## src/rtl/tile_zrange_pkg.sv

```systemverilog
// ---------------------------------------------------------------------------
// tile_zrange_pkg
//
// Purpose: shared types, default sizes and depth-compare helpers for the
// tile Z-range metadata builder.
//
// Contents:
//   DEFAULT_WIDTH      default depth value width (matches depth-bounds unit)
//   DEFAULT_TILE_BITS  default tile index width
//   state_t            builder FSM state encoding
//   z_min / z_max      unsigned min/max helpers
//
// The compare helpers work on a 32-bit container so that one pair of
// functions serves any depth width up to 32 bits. Callers zero-extend their
// operands and truncate the result back to their own width. Because the
// operands are zero-extended, the unsigned ordering is preserved exactly.
// ---------------------------------------------------------------------------
package tile_zrange_pkg;

  localparam int DEFAULT_WIDTH     = 24;
  localparam int DEFAULT_TILE_BITS = 12;

  // Container width for the compare helpers; the depth width must not exceed it.
  localparam int ZCMP_WIDTH = 32;

  typedef logic [ZCMP_WIDTH-1:0] zcmp_t;

  // RD_REQ / RD_WAIT are only reachable when the merge option is built in.
  typedef enum logic [2:0] {
    IDLE    = 3'd0,
    ACCUM   = 3'd1,
    RD_REQ  = 3'd2,
    RD_WAIT = 3'd3,
    EMIT    = 3'd4
  } state_t;

  // Returns the smaller value. On a tie the current value is returned, so a
  // register that is fed its own value back stays unchanged.
  function automatic zcmp_t z_min(input zcmp_t cur, input zcmp_t cand);
    return (cand < cur) ? cand : cur;
  endfunction

  // Returns the larger value. On a tie the current value is returned.
  function automatic zcmp_t z_max(input zcmp_t cur, input zcmp_t cand);
    return (cand > cur) ? cand : cur;
  endfunction

endpackage

```

## src/rtl/zrange_accum.sv

```systemverilog
// ---------------------------------------------------------------------------
// zrange_accum
//
// Purpose: a zmin/zmax register pair that tracks the depth range of the
// tile segment that is currently open.
//
// Ports:
//   clk, rst              clock; synchronous active-high reset (clears both to 0)
//   init                  load both registers with z (first fragment of a segment)
//   update                widen the range with z (further fragments)
//   merge                 widen the range with merge_zmin / merge_zmax
//   z                     fragment depth value
//   merge_zmin/merge_zmax existing tile range read back from the metadata store
//   zmin, zmax            current range
//
// Priority is init > update > merge. The controlling FSM never asserts more
// than one of these at a time; the fixed priority only keeps the behaviour
// defined if that ever changes.
// ---------------------------------------------------------------------------
module zrange_accum
  import tile_zrange_pkg::*;
#(
  parameter int WIDTH = DEFAULT_WIDTH
) (
  input  logic             clk,
  input  logic             rst,
  input  logic             init,
  input  logic             update,
  input  logic             merge,
  input  logic [WIDTH-1:0] z,
  input  logic [WIDTH-1:0] merge_zmin,
  input  logic [WIDTH-1:0] merge_zmax,
  output logic [WIDTH-1:0] zmin,
  output logic [WIDTH-1:0] zmax
);

  // Range registers. Min and max are always updated from the same source,
  // so zmin <= zmax holds once init has loaded them from a single value.
  always_ff @(posedge clk) begin
    if (rst) begin
      zmin <= '0;
      zmax <= '0;
    end else if (init) begin
      zmin <= z;
      zmax <= z;
    end else if (update) begin
      zmin <= WIDTH'(z_min(zcmp_t'(zmin), zcmp_t'(z)));
      zmax <= WIDTH'(z_max(zcmp_t'(zmax), zcmp_t'(z)));
    end else if (merge) begin
      zmin <= WIDTH'(z_min(zcmp_t'(zmin), zcmp_t'(merge_zmin)));
      zmax <= WIDTH'(z_max(zcmp_t'(zmax), zcmp_t'(merge_zmax)));
    end
  end

endmodule

```

## src/rtl/tile_zrange_builder.sv

```systemverilog
// ---------------------------------------------------------------------------
// tile_zrange_builder
//
// Purpose: this block consumes the stream of depth values written by
// fragments that pass the depth test. It tracks the min/max depth of each
// contiguous run of fragments for the same tile (a segment). When a segment
// closes, it issues one metadata write (tile, zmin, zmax) for the depth-bounds
// unit.
//
// Build option:
//   TILE_ZRANGE_MERGE_EN  When defined, the tile's existing metadata is read
//                         back before the write, and the written range is the
//                         union of that metadata and the segment's range. A
//                         partially covered tile therefore keeps a
//                         conservative range. When undefined, the read states
//                         are absent, meta_rd_en is 0, and the segment's
//                         range is written as-is.
//
// Ports:
//   clk, rst                      clock; synchronous active-high reset
//   frag_valid/frag_ready         fragment handshake
//   frag_tile, frag_z, frag_last  fragment tile, depth value, end of segment
//   flush                         one-cycle pulse that closes the open segment
//   meta_rd_en, meta_rd_tile      metadata read strobe and tile (merge build)
//   meta_rd_zmin/meta_rd_zmax     old tile range, valid one cycle after meta_rd_en
//   meta_wr_valid/meta_wr_ready   metadata write handshake
//   meta_wr_tile/zmin/zmax        metadata write payload
//   busy                          high whenever the FSM is not IDLE
// ---------------------------------------------------------------------------
module tile_zrange_builder
  import tile_zrange_pkg::*;
#(
  parameter int WIDTH     = DEFAULT_WIDTH,
  parameter int TILE_BITS = DEFAULT_TILE_BITS
) (
  input  logic                 clk,
  input  logic                 rst,
  input  logic                 frag_valid,
  output logic                 frag_ready,
  input  logic [TILE_BITS-1:0] frag_tile,
  input  logic [WIDTH-1:0]     frag_z,
  input  logic                 frag_last,
  input  logic                 flush,
  output logic                 meta_rd_en,
  output logic [TILE_BITS-1:0] meta_rd_tile,
  input  logic [WIDTH-1:0]     meta_rd_zmin,
  input  logic [WIDTH-1:0]     meta_rd_zmax,
  output logic                 meta_wr_valid,
  input  logic                 meta_wr_ready,
  output logic [TILE_BITS-1:0] meta_wr_tile,
  output logic [WIDTH-1:0]     meta_wr_zmin,
  output logic [WIDTH-1:0]     meta_wr_zmax,
  output logic                 busy
);

`ifdef TILE_ZRANGE_MERGE_EN
  localparam state_t CLOSE_STATE = RD_REQ;
`else
  localparam state_t CLOSE_STATE = EMIT;
`endif

  state_t               state;
  state_t               state_next;
  logic [TILE_BITS-1:0] cur_tile;
  logic                 tile_match;
  logic                 ready_raw;
  logic                 accept;
  logic                 acc_init;
  logic                 acc_update;
  logic                 acc_merge;
  logic [WIDTH-1:0]     zmin;
  logic [WIDTH-1:0]     zmax;

  assign tile_match = (frag_tile == cur_tile);

  // State register. A reset discards any open or closing segment, so no
  // write is issued for it.
  always_ff @(posedge clk) begin
    if (rst) begin
      state <= IDLE;
    end else begin
      state <= state_next;
    end
  end

  // Tile of the open segment. It is captured on the first fragment of the
  // segment and held through the read and write phases.
  always_ff @(posedge clk) begin
    if (rst) begin
      cur_tile <= '0;
    end else if (acc_init) begin
      cur_tile <= frag_tile;
    end
  end

  // Next-state and accumulator control.
  // In ACCUM, several close conditions can be true in the same cycle:
  //   1. an accepted last fragment
  //   2. flush
  //   3. a fragment for another tile
  // They are listed in priority order. All three lead to the same state.
  // A fragment for another tile is never accepted here. It stays on the
  // input and starts the next segment once the FSM is back in IDLE.
  // frag_ready depends only on the state and the tile compare. It never
  // depends on meta_wr_ready.
  always_comb begin
    state_next = state;
    ready_raw  = 1'b0;
    accept     = 1'b0;
    acc_init   = 1'b0;
    acc_update = 1'b0;
    acc_merge  = 1'b0;
    case (state)
      IDLE: begin
        ready_raw = 1'b1;
        accept    = frag_valid;
        acc_init  = accept;
        if (accept) begin
          state_next = frag_last ? CLOSE_STATE : ACCUM;
        end
      end
      ACCUM: begin
        ready_raw  = tile_match;
        accept     = frag_valid && tile_match;
        acc_update = accept;
        if (accept && frag_last) begin
          state_next = CLOSE_STATE;
        end else if (flush) begin
          state_next = CLOSE_STATE;
        end else if (frag_valid && !tile_match) begin
          state_next = CLOSE_STATE;
        end
      end
`ifdef TILE_ZRANGE_MERGE_EN
      RD_REQ: begin
        state_next = RD_WAIT;
      end
      RD_WAIT: begin
        acc_merge  = 1'b1;
        state_next = EMIT;
      end
`endif
      EMIT: begin
        if (meta_wr_ready) begin
          state_next = IDLE;
        end
      end
      default: begin
        state_next = IDLE;
      end
    endcase
  end

  // The read data ports always feed the merge inputs. In the build without
  // merge, acc_merge stays 0, so those inputs never affect the range.
  zrange_accum #(
    .WIDTH (WIDTH)
  ) u_accum (
    .clk        (clk),
    .rst        (rst),
    .init       (acc_init),
    .update     (acc_update),
    .merge      (acc_merge),
    .z          (frag_z),
    .merge_zmin (meta_rd_zmin),
    .merge_zmax (meta_rd_zmax),
    .zmin       (zmin),
    .zmax       (zmax)
  );

  // Control outputs are forced low while rst is high. The state register
  // still holds its old value during that cycle, but downstream blocks must
  // not see a handshake.
  assign frag_ready    = ready_raw && !rst;
  assign busy          = (state != IDLE) && !rst;
  assign meta_wr_valid = (state == EMIT) && !rst;

`ifdef TILE_ZRANGE_MERGE_EN
  assign meta_rd_en = (state == RD_REQ) && !rst;
`else
  assign meta_rd_en = 1'b0;
`endif

  // The payload comes straight from registers. It therefore stays stable for
  // as long as EMIT waits on meta_wr_ready.
  assign meta_rd_tile = cur_tile;
  assign meta_wr_tile = cur_tile;
  assign meta_wr_zmin = zmin;
  assign meta_wr_zmax = zmax;

endmodule

```

## config.mk

```make
export PLATFORM = sky130hd
export DESIGN_NAME = tile_zrange_builder
export DESIGN_NICKNAME = d
export VERILOG_FILES = /design/src/rtl/tile_zrange_pkg.sv /design/src/rtl/zrange_accum.sv /design/src/rtl/tile_zrange_builder.sv
export SDC_FILE = /design/constraint.sdc
export NUM_CORES = 1
export LEC_CHECK = 0
export ABC_AREA = 1
export BUFFER_PORTS_ARGS = -buffer_cell sky130_fd_sc_hd__buf_2
export CORE_ASPECT_RATIO = 0.8
export CORE_MARGIN = 2
export CORE_UTILIZATION = 35
export CTS_CLUSTER_SIZE = 10
export DETAILED_ROUTE_END_ITERATION = 10
export SYNTH_ARGS = -nofsm -noshare
export SYNTH_HDL_FRONTEND = slang
export SYNTH_HIERARCHICAL = 1
export SYNTH_SLANG_ARGS = --single-unit
```

## constraint.sdc

```tcl
create_clock -name clk -period 2.6 [get_ports clk]
set_input_delay 0.26 -clock clk [delete_from_list [all_inputs] [get_ports clk]]
set_output_delay 0.26 -clock clk [all_outputs]
set_load 0.02 [all_outputs]
```

== Word-level counts from Yosys, hierarchy flattened ==
Index checks and enable logic that the tools add are counted.

* Eq/ne operators: 6
* Shift operators: 0
* Add/sub/neg operators: 0
* Multiply operators: 0
* $lt $le $gt $ge: 2
* Bitwise gates (word level): 0
* Divide/modulo/power cells: 0
* Reduce and logical (&&, ||, !) cells: 16
* Mux-type cells: 16

{| class="wikitable"
|+ Operator list
! operator !! count
|-
| two-way mux 24 bit || 6
|-
| > comparator 24 bit || 1
|-
| less-than comparator 24 bit || 1
|-
| two-way mux 3 bit || 6
|-
| equality test 12 bit || 1
|-
| case mux 3 bit (3 select lines) || 1
|-
| logical AND 1 bit || 6
|-
| nonzero test 2 bit || 3
|-
| != test 2 bit (second input constant) || 2
|-
| != test 4 bit (second input constant) || 1
|-
| AND reduction 2 bit || 2
|-
| equality test 3 x 1 -> 1 bit (second input constant) || 1
|-
| equality test 3 bit (second input constant) || 1
|-
| logical NOT 3 bit || 1
|-
| AND reduction 3 bit || 1
|-
| nonzero test 3 bit || 1
|-
| logical NOT 1 bit || 2
|-
| two-way mux 1 bit || 2
|-
| case mux 1 bit (2 select lines) || 1
|}

* Input port bits: 90
* Output and inout bits: 76
* Bits in read-only memories: 0
* Word-level logic and storage cells: 44
* Memories kept: 0
* Latch bits: 0
* Bits in writable memories: 0
* Register bits after elaboration: 63

== Longest topological paths before layout ==
Gate-level depths: netlist (run 1).

* Word-level depth: 7
* Gate-level depth with buffers: 17
* Depth with buffers taken out: 16

== By module ==
Netlist (run 1), hierarchy kept.

{| class="wikitable"
|+ Modules (own cells, without submodules)
! module !! cells an instance !! sequential area each (um^2) !! instances !! area an instance (um^2)
|-
| zrange_accum || 777 || 960.9 || 1 || 5,087.4
|-
| tile_zrange_builder || 141 || 280.3 || 1 || 927.1
|}

== Least setup slack after synthesis (run 1) ==
No wires, ideal clock.

* Path kind: register to register
* Start point: register cur_tile[8], in the netlist meta_rd_tile[8]
* End point: register u_accum.zmin[23]
* Arrival time: 2.046 ns
* Slack: 0.444 ns
* Stages on the path, launching flop included: 16
* Path buffers: 2
* Data required time: 2.490 ns
* Period minus slack after synthesis: 2.156 ns
* Setup time: 0.110 ns
* Cells stage by stage: dfxtp_1 inv_1 nand2_1 nand2_1 nor2_1 nand2_1 nor2_2 nand2_1 nor4_1 nor2_1 buf_2 clkbuf_1 a21oi_1 nand4_1 nand2_1 nor2_1

* Longest elaborated chain between the ends: 5

{| class="wikitable"
|+ RTL lines
! element !! line !! RTL
|-
| from (decl) || tile_zrange_builder.sv:64 || <nowiki>logic [TILE_BITS-1:0] cur_tile;</nowiki>
|-
| from (signal assigned) || tile_zrange_builder.sv:92 || <nowiki>cur_tile <= frag_tile;</nowiki>
|-
| equality test 12 bit || tile_zrange_builder.sv:74 || <nowiki>assign tile_match = (frag_tile == cur_tile);</nowiki>
|-
| logical AND 1 bit || tile_zrange_builder.sv:124 || <nowiki>accept = frag_valid && tile_match;</nowiki>
|-
| two-way mux 1 bit || tile_zrange_builder.sv:113 || <nowiki>case (state)</nowiki>
|-
| via acc_update || tile_zrange_builder.sv:69 || <nowiki>logic acc_update;</nowiki>
|-
| nonzero test 2 bit (no source line) || -- ||
|-
| AND reduction 2 bit (no source line) || -- ||
|-
| to (signal assigned) || zrange_accum.sv:44 || <nowiki>zmin <= z;</nowiki>
|-
| to (signal assigned) || zrange_accum.sv:47 || <nowiki>zmin <= WIDTH'(z_min(zcmp_t'(zmin), zcmp_t'(z)));</nowiki>
|-
| to (signal assigned) || zrange_accum.sv:50 || <nowiki>zmin <= WIDTH'(z_min(zcmp_t'(zmin), zcmp_t'(merge_zmin)));</nowiki>
|-
| to (decl) || zrange_accum.sv:33 || <nowiki>output logic [WIDTH-1:0] zmin,</nowiki>
|}

The timed path passes the listed nets, and every way through them passes these cells.
A chain may end at the register's enable or synchronous reset.

== Worst setup path after layout (run 1) ==
* Start point: register u_accum.zmax[15]
* End point: register u_accum.zmax[4]

* Longest elaborated chain between the ends: 3

{| class="wikitable"
|+ RTL lines
! element !! line !! RTL
|-
| from (decl) || zrange_accum.sv:34 || <nowiki>output logic [WIDTH-1:0] zmax</nowiki>
|-
| from (signal assigned) || zrange_accum.sv:45 || <nowiki>zmax <= z;</nowiki>
|-
| from (signal assigned) || zrange_accum.sv:48 || <nowiki>zmax <= WIDTH'(z_max(zcmp_t'(zmax), zcmp_t'(z)));</nowiki>
|-
| from (signal assigned) || zrange_accum.sv:51 || <nowiki>zmax <= WIDTH'(z_max(zcmp_t'(zmax), zcmp_t'(merge_zmax)));</nowiki>
|-
| > comparator 24 bit || tile_zrange_pkg.sv:45 || <nowiki>return (cand > cur) ? cand : cur;</nowiki>
|-
| nonzero test 2 bit (no source line) || -- ||
|-
| AND reduction 2 bit (no source line) || -- ||
|}

Every way passes these cells.

==> impl_metrics.yaml, run 1 <==
detailed_routing:
  post_drt_wl_per_cell_microns: 14.0
  wl_mm: 18.1
  postRouteAntennaNets: 0
  dr_total_vias: 6000
  dr.pass1.iters: 4
  drc: 0
  viasPerCell: 4.65
  first_iter_violations: 290
setup_path:
  crit_top_cell: "nand2_1"
  cp_max_fo: 28
  crit_type: "flip-flop to flip-flop"
  critPathRequiredTime_ns: 2.83
  crit_buf_inv: 2
  path_cells: "inv_1 > ha_1 > nand2_1 > nor2_1 > nand4_1 > nor2_1 > nand2_1 > nand3_1 > nand2_1 > nand2_2 > buf_12 > nand3_1 > nand2_1 > nor2_1"
  critPathMaxStageDelay_ns: 0.36
  cpMaxStageDelayCell: "dfxtp_1"
  path_delay_family: "simple AND/OR/NAND/NOR gates"
  endpoint_kind: "flip-flop"
  arrival_ns: 2.51
  start_kind: "flip-flop"
sta:
  report.final.slew_viol_count: 0
  final-setup-viol-count: 0
  fin_skew_ns: 0.00509
  fin_setup_tns_ns: 0
  grt_setup_unrepaired: "no"
  fmax_mhz: 438
  finalWorstSetupSlack_ns: 0.318
  holdWs_ns: 0.206
  hold_viol: 0
  period_minus_slack_ns: 2.28
  fin_crit_sh: 0.878
grt:
  grt_pass1_wl_mm: 28.4
  use_met3: 0.0357
  use_met1: 0.282
  grt_use_total: 0.198
  grt_antenna_before_repair: 0
  grt_pass1_vias: 5545
  grt_overflow: 0
  grt_max_degree: 37
  gr-usage-met2: 0.311
  busiest_layer: "met2"
finish:
  diodes: 0
  syn_to_final_growth_pct: 21.9
  fill_cells: 1757
  drive_above_1_share: 0.260
  final_area_sq_um: 7330
  nets: 1250
place:
  io_buffer_count: 164
  dpl_cell_area_sq_um: 6960
  post-place-ws_ns: 0.200
  dp_hpwl_mm: 13.8
  gp_congestion: 0.827
floorplan:
  core_sq_um: 16700
  dieArea_sq_um: 18300
  row_count: 42
  dieHeight_microns: 121
  dieWidth_microns: 151
  start_util: 0.361
  io_pins: 166
run_status:
  status: "completed"
yosys:
  syn_area_sq_um: 6010
  ys_warn_count: 6
  synth.avg_cell_area_sq_um: 6.55
  synth_cell_types: 36
  yosysSeqAreaShare: 0.206
  postSynthCellCount: 918
  yosys_register_bits: 62
clock_network:
  clockBufferDepth: 2
  clk_latency_ns: 0.34
  numCtsBuffers: 9
  cts_sinks: 62
  path_clk_slew_ns: 0.06
  htreeDepth: 3
  clockRootBuffer: "clkbuf_16"
  cts_tree: "yes"
flow_run:
  cap_violations: 0
min_path:
  hp-class: "primary input to flip-flop"
pwr:
  vdd_drop_max_mv: 0.285
  leakagePower_uw: 0.00402
  pwr_density_cell_nw_per_um2: 712
  p_total_uw: 5220
==> power breakdown <==
group,internal (uW),total (uW),switching [uW]
logic,1010,2660,1650
clock network,790,1260,469
registers,1140,1310,162
==> what timing repair did <==
| action | CTS | global route |
|---|---|---|
| resized for setup | 0 | 4 |
| hold buffers | 0 | 0 |
| setup endpoints to repair | 0 | 24 |
| buffers inserted | 0 | 3 |
==> final timing paths <==
path | startpoint | end | slack, ns | cells past startpoint
max | u_accum/zmax[15] | u_accum/zmax[4] | 0.32 | 14
min | frag_tile[5] | meta_rd_tile[5] | 0.21 | 3
max reg2reg | u_accum/zmax[15] | u_accum/zmax[4] | 0.32 | 14
min reg2reg | meta_rd_tile[10] | meta_rd_tile[10] | 0.50 | 2
==> layer usage <==
metal	wire length, microns	up-vias
met3	912	10
met5	0	-
li1	-	3228
met2	7870	136
met1	9130	2626
met4	149	0
==> sequential cells by signal, indices dropped and copies added (netlist names) <==
| name | flops |
|---|---|
| meta_rd_tile | 12 |
| u_accum/zmin | 24 |
| state | 2 |
| u_accum/zmax | 24 |
==> stage by stage <==
step                       util  cells
after floorplan               -    919
after global placement    0.418   1271
after detailed placement  0.418   1271
after CTS                 0.436   1287
after global routing      0.440   1291
final                     0.440   1291
==> cells in the final DEF (no fill, tap or decap), drive strengths merged <==
cell,Yosys,final
nand2,216,216
buf,36,182
inv,149,149
nor2,123,123
a21oi,121,121
ha,94,94
dfxtp,62,62
nand3,35,36
nand4,29,29
o21ai,17,17
clkbuf,11,12
o21a,7,7
xnor2,4,4
nor3,4,4
clkinv,0,3
a21o,3,3
conb,1,2
o21bai,2,2
nor4,2,2
a211oi,1,1
bufinv,0,1
nor2b,1,1
==> synth_stat cells (all sizes together) <==
cell      n  share of area
nand2   216           0.15
inv     149          0.093
nor2    123          0.078
a21oi   121           0.11
ha       94           0.20
dfxtp    62           0.21
buf      36          0.050
nand3    35          0.032
nand4    29          0.030
o21ai    17          0.014
clkbuf   11         0.0071
o21a      7         0.0087
nor3      4         0.0050
xnor2     4         0.0058
a21o      3         0.0037
nor4      2         0.0046
o21bai    2         0.0025
a211oi    1         0.0021
conb      1        0.00062
nor2b     1         0.0010
==> layout make-up <==
type	instances	area [sq um]	share of cell area
Clock buffer	12	256	0.0350
Clock inverter	4	45.0	0.00614
Inverter	149	559	0.0763
Multi-Input combinational cell	662	3910	0.533
Sequential cell	62	1240	0.169
Tap cell	220	275	0.0375
Timing Repair Buffer	182	1050	0.143
==> worst register-to-register path: stages, from the launching register on <==
cell,delay (ns)
dfxtp_1,0.36
inv_1,0.09
ha_1,0.29
nand2_1,0.07
nor2_1,0.19
nand4_1,0.22
nor2_1,0.20
nand2_1,0.07
nand3_1,0.08
nand2_1,0.08
nand2_2,0.12
buf_12,0.20
nand3_1,0.11
nand2_1,0.08
nor2_1,0.04
==> logic make-up (layout without fill, tap and decap cells) <==
family          count (synthesis)  in the layout  share of synthesized area
other cells                     1              2                   0.000623
xor+xnor                        4              4                    0.00582
buf+inv                       196            347                      0.150
simple gates                  410            411                      0.297
flops                          62             62                      0.206
fa+ha+maj                      94             94                      0.196
compound gates                151            151                      0.145
Note: power is estimated with default switching activity, not from simulation.
==> run 2, diff against run 1 <==
- clock period: 2.6 -> 2.8 ns (I/O delays scaled with it)
==> impl_metrics.yaml, run 2 (synthesis results as in run 1) <==
setup_path:
  critPathMaxStageDelay_ns: 0.43
  crit_type: "flip-flop to flip-flop"
  endpoint_kind: "flip-flop"
  path_cells: "inv_1 > nand2_1 > nand2_1 > nor2_1 > nand2_1 > nor2_2 > nand2_1 > nor4_1 > buf_4 > nor2_4 > nand2_1 > nand3_4 > nand2_2 > inv_2 > nor2_1"
  crit_buf_inv: 3
  crit_top_cell: "nand2_1"
  arrival_ns: 2.80
  cp_max_fo: 24
  start_kind: "flip-flop"
  cpMaxStageDelayCell: "nand3_4"
  critPathRequiredTime_ns: 3.07
  path_delay_family: "simple AND/OR/NAND/NOR gates"
floorplan:
  row_count: 42
  dieWidth_microns: 151
  dieArea_sq_um: 18300
  io_pins: 166
  start_util: 0.361
  core_sq_um: 16700
  dieHeight_microns: 121
finish:
  diodes: 0
  final_area_sq_um: 7310
  layout_commonest_cell: "nand2_1"
  nets: 1251
  final_cells: 1292
  final_cell_mix: "nand2_1 (190), buf_2 (164), inv_1 (127)"
  syn_to_final_growth_pct: 21.6
  drive_above_1_share: 0.261
detailed_routing:
  postRouteAntennaNets: 0
  drc: 0
  dr_total_vias: 5998
  dr.pass1.iters: 5
  post_drt_wl_per_cell_microns: 14.0
  wl_mm: 18.1
  first_iter_violations: 360
  viasPerCell: 4.64
sta:
  hold_viol: 0
  grt_setup_unrepaired: "yes"
  relSlewSlack: 0.398
  fin_skew_ns: 0.00966
  worstMarginPinSlew_ns: 0.901
  final-setup-viol-count: 0
  fmax_mhz: 396
  period_minus_slack_ns: 2.53
  fin_setup_tns_ns: 0
  finalWorstSetupSlack_ns: 0.272
  fin_crit_sh: 0.903
  report.final.slew_viol_count: 0
clock_network:
  postCtsSetupBuffers: 0
  cts_tree: "yes"
  numCtsBuffers: 9
  path_clk_slew_ns: 0.06
  htreeDepth: 3
  clockRootBuffer: "clkbuf_16"
  cts_sinks: 62
  clk_latency_ns: 0.34
  clockBufferDepth: 2
grt:
  grt_max_degree: 49
  grt_antenna_before_repair: 0
  grt_overflow: 0
  grt_pass1_wl_mm: 28.0
  grt_use_total: 0.198
  grt_pass1_vias: 5539
place:
  gp_congestion: 0.858
  dpl_cell_area_sq_um: 6940
  placed_cells: 1274
  io_buffer_count: 164
  dp_hpwl_mm: 13.7
  post-place-ws_ns: -0.0681
min_path:
  hp-class: "primary input to flip-flop"
pwr:
  vdd_drop_max_mv: 0.264
  leakagePower_uw: 0.00401
  pwr_density_cell_nw_per_um2: 680
flow_run:
  cap_violations: 0
run_status:
  status: "completed"
## run 2: worst register-to-register path, stage by stage, from the launching register on
cell and delay [ns]:
dfxtp_1 0.37, inv_1 0.07, nand2_1 0.05, nand2_1 0.06, nor2_1 0.10, nand2_1 0.07
nor2_2 0.14, nand2_1 0.09, nor4_1 0.23, buf_4 0.22, nor2_4 0.10, nand2_1 0.17
nand3_4 0.43, nand2_2 0.19, inv_2 0.03, nor2_1 0.11
## run 2: path summary, 6_finish.rpt
| kind | from | end | slack (ns) | cells after the start |
|---|---|---|---|---|
| max reg2reg | meta_rd_tile[11] | u_accum/zmin[0] | 0.27 | 15 |
| min reg2reg | meta_rd_tile[0] | meta_rd_tile[0] | 0.50 | 2 |
| max | meta_rd_tile[11] | u_accum/zmin[0] | 0.27 | 15 |
| min | frag_tile[5] | meta_rd_tile[5] | 0.21 | 3 |
## run 2: metrics by stage
| step | hold slack [ns] | utilization | power, uW |
|---|---|---|---|
| after detailed placement | 0.490 | 0.417 | 3630 |
| after CTS | 0.201 | 0.438 | 5010 |
| after global routing | 0.247 | 0.439 | 5400 |
| after global placement | 0.489 | 0.417 | 3600 |
| after floorplan | 0.443 | - | 3000 |
| final | 0.213 | 0.439 | 4970 |
## run 2: layout make-up
class / count / area, sq um
Inverter: 149 / 559
Tap cell: 220 / 275
Fill cell: 1801 / 9350
Clock buffer: 9 / 225
Clock inverter: 7 / 123
Multi-Input combinational cell: 663 / 3910
Sequential cell: 62 / 1240
Timing Repair Buffer: 182 / 981
## run 2: repair_timing
item | 4_1_cts | 5_1_grt
pin swaps | 1 | 1
hold buffers | 0 | 0
setup endpoints to repair | 17 | 28
cloned | 1 | 1
resized for setup | 0 | 3
## run 2: per-layer routing
metal,up-vias,track usage,share of wire
met5,-,0,0
met3,11,0.0380,0.063
li1,3226,-,-
met1,2594,0.288,0.50
met4,0,0.0401,0.0082
met2,167,0.303,0.43
## run 2: where the power goes
group | leakage, uW | internal, uW | switching (uW) | total [uW]
registers | 0.000514 | 1060 | 150 | 1210
clock network | 0.000162 | 873 | 466 | 1340
logic | 0.00334 | 895 | 1530 | 2420
total | 0.00401 | 2830 | 2140 | 4970
==> run 3, diff against run 2 <==
- clock period: 2.8 -> 2.36 ns (I/O delays scaled with it)
==> impl_metrics.yaml, run 3 (synthesis results as in run 1) <==
floorplan:
  start_util: 0.361
  core_sq_um: 16700
  dieWidth_microns: 151
  dieHeight_microns: 121
  row_count: 42
  dieArea_sq_um: 18300
  io_pins: 166
clock_network:
  cts_sinks: 62
  numCtsBuffers: 9
  holdBufCountCts: 0
  path_clk_slew_ns: 0.06
  htreeDepth: 3
  cts_tree: "yes"
  clockRootBuffer: "clkbuf_16"
  clockBufferDepth: 2
  clk_latency_ns: 0.35
sta:
  holdWs_ns: 0.175
  fin_crit_sh: 0.941
  grt_setup_unrepaired: "no"
  hold_viol: 0
  fin_skew_ns: 0.00696
  report.final.slew_viol_count: 0
  finalWorstSetupSlack_ns: 0.139
  period_minus_slack_ns: 2.22
  final-setup-viol-count: 0
  fmax_mhz: 450
setup_path:
  crit_type: "flip-flop to flip-flop"
  arrival_ns: 2.46
  reg2reg_slack_ns: 0.14
  endpoint_kind: "flip-flop"
  cp_max_fo: 10
  r2r-start: "u_accum/zmax[19]"
  cpMaxStageDelayCell: "dfxtp_1"
  critPathRequiredTime_ns: 2.60
  crit_buf_inv: 2
  r2r-end: "u_accum/zmax[13]"
  crit_top_cell: "nand2_1"
  start_kind: "flip-flop"
  path_delay_family: "simple AND/OR/NAND/NOR gates"
  path_cells: "inv_1 > ha_1 > nand2_1 > nor2_1 > nand4_1 > nor2_1 > nand2_1 > nand3_1 > nand2_1 > nand2_4 > buf_4 > nand3_1 > nand2_1 > nor2_1"
  critPathMaxStageDelay_ns: 0.37
  reg2reg_depth: 14
place:
  dpl_cell_area_sq_um: 7160
  io_buffer_count: 164
  dp_hpwl_mm: 14.1
  post-place-ws_ns: -0.301
  gp_congestion: 0.856
finish:
  syn_to_final_growth_pct: 25.7
  drive_above_1_share: 0.279
  nets: 1277
  final_cell_mix: "nand2_1 (191), buf_2 (164), inv_1 (127)"
  layout_commonest_cell: "nand2_1"
  diodes: 0
  fin_util: 0.454
  final_area_sq_um: 7560
  fill_cells: 1795
grt:
  grt_max_degree: 29
  grt_pass1_vias: 5360
  grt_pass1_wl_mm: 27.9
  grt_overflow: 0
  grt_use_total: 0.198
  grt_antenna_before_repair: 0
min_path:
  whs_endpoint: "meta_rd_tile[2]"
  hold_path_depth: 3
  hp-class: "primary input to flip-flop"
  hold_start: "frag_tile[2]"
flow_run:
  cap_violations: 0
detailed_routing:
  drc: 0
  post_drt_wl_per_cell_microns: 13.8
  first_iter_violations: 375
  wl_mm: 18.2
  dr.pass1.iters: 4
  postRouteAntennaNets: 0
  viasPerCell: 4.64
  dr_total_vias: 6116
pwr:
  pwr_density_cell_nw_per_um2: 760
  p_total_uw: 5740
  leakagePower_uw: 0.00416
  vdd_drop_max_mv: 0.335
run_status:
  status: "completed"
[run 3: cell count changes in the layout (fill, tap and decap cells not counted), sizes merged]
cell / before / now
clkinvlp: 2 / 1
buf: 182 / 208
nor2: 125 / 124
bufinv: 3 / 0
clkbuf: 9 / 14
[run 3: power breakdown]
group | switching, uW | total (uW) | internal [uW]
sequential | 161 | 1420 | 1260
clock | 524 | 1320 | 794
combinational | 1830 | 3000 | 1170
total | 2520 | 5740 | 3220
[run 3: worst max path at each step]
| stage | from | to | slack [ns] | cells past startpoint |
|---|---|---|---|---|
| 6_report | u_accum/zmax[19] | u_accum/zmax[13] | 0.14 | 14 |
| 5_1_grt | u_accum/zmax[19] | u_accum/zmax[8] | 0.001 | 14 |
| 4_1_cts | meta_rd_tile[0] | u_accum/zmax[0] | 0.01 | 15 |
| 3_5_place_dp | frag_tile[9] | u_accum/zmin[5] | -0.30 | 17 |
| 3_3_place_gp | frag_tile[9] | u_accum/zmin[4] | -0.24 | 17 |
| 2_1_floorplan | meta_rd_tile[8] | u_accum/zmin[23] | 0.20 | 15 |
[run 3: repair_timing]
item	CTS	global route
resized for setup	0	6
cloned	1	1
setup buffers	2	1
endpoints found under the hold margin	0	0
pin swaps	1	2
setup endpoints to repair	48	48
[run 3: metal layers]
metal	share of wire	global-route usage	vias up
met5	0	0	-
met4	0.012	0.0483	0
met3	0.061	0.0414	14
met2	0.43	0.298	150
met1	0.50	0.287	2675
li1	-	-	3277
[run 3: metrics by stage]
stage	TNS (ns)	std cells
2_1_floorplan	0	919
3_3_place_gp	-5.42	1297
3_5_place_dp	-7.19	1297
4_1_cts	0	1316
5_1_grt	0	1318
6_report	0	1318
[run 3: area by class of cell]
type | instances | area [sq um] | share of cell area
Clock buffer | 13 | 270 | 0.0358
Clock inverter | 3 | 17.5 | 0.00232
Inverter | 149 | 559 | 0.0740
Multi-Input combinational cell | 662 | 3920 | 0.518
Sequential cell | 62 | 1240 | 0.164
Tap cell | 220 | 275 | 0.0364
Timing Repair Buffer | 209 | 1280 | 0.169
[run 3: worst min-delay path: cells and delay by family]
| kind | cells | cell delay [ns] |
|---|---|---|
| AOI/OAI and AO/OA | 1 | 0.08 |
| buffers and inverters | 1 | 0.10 |
| and+or+nand+nor | 1 | 0.07 |
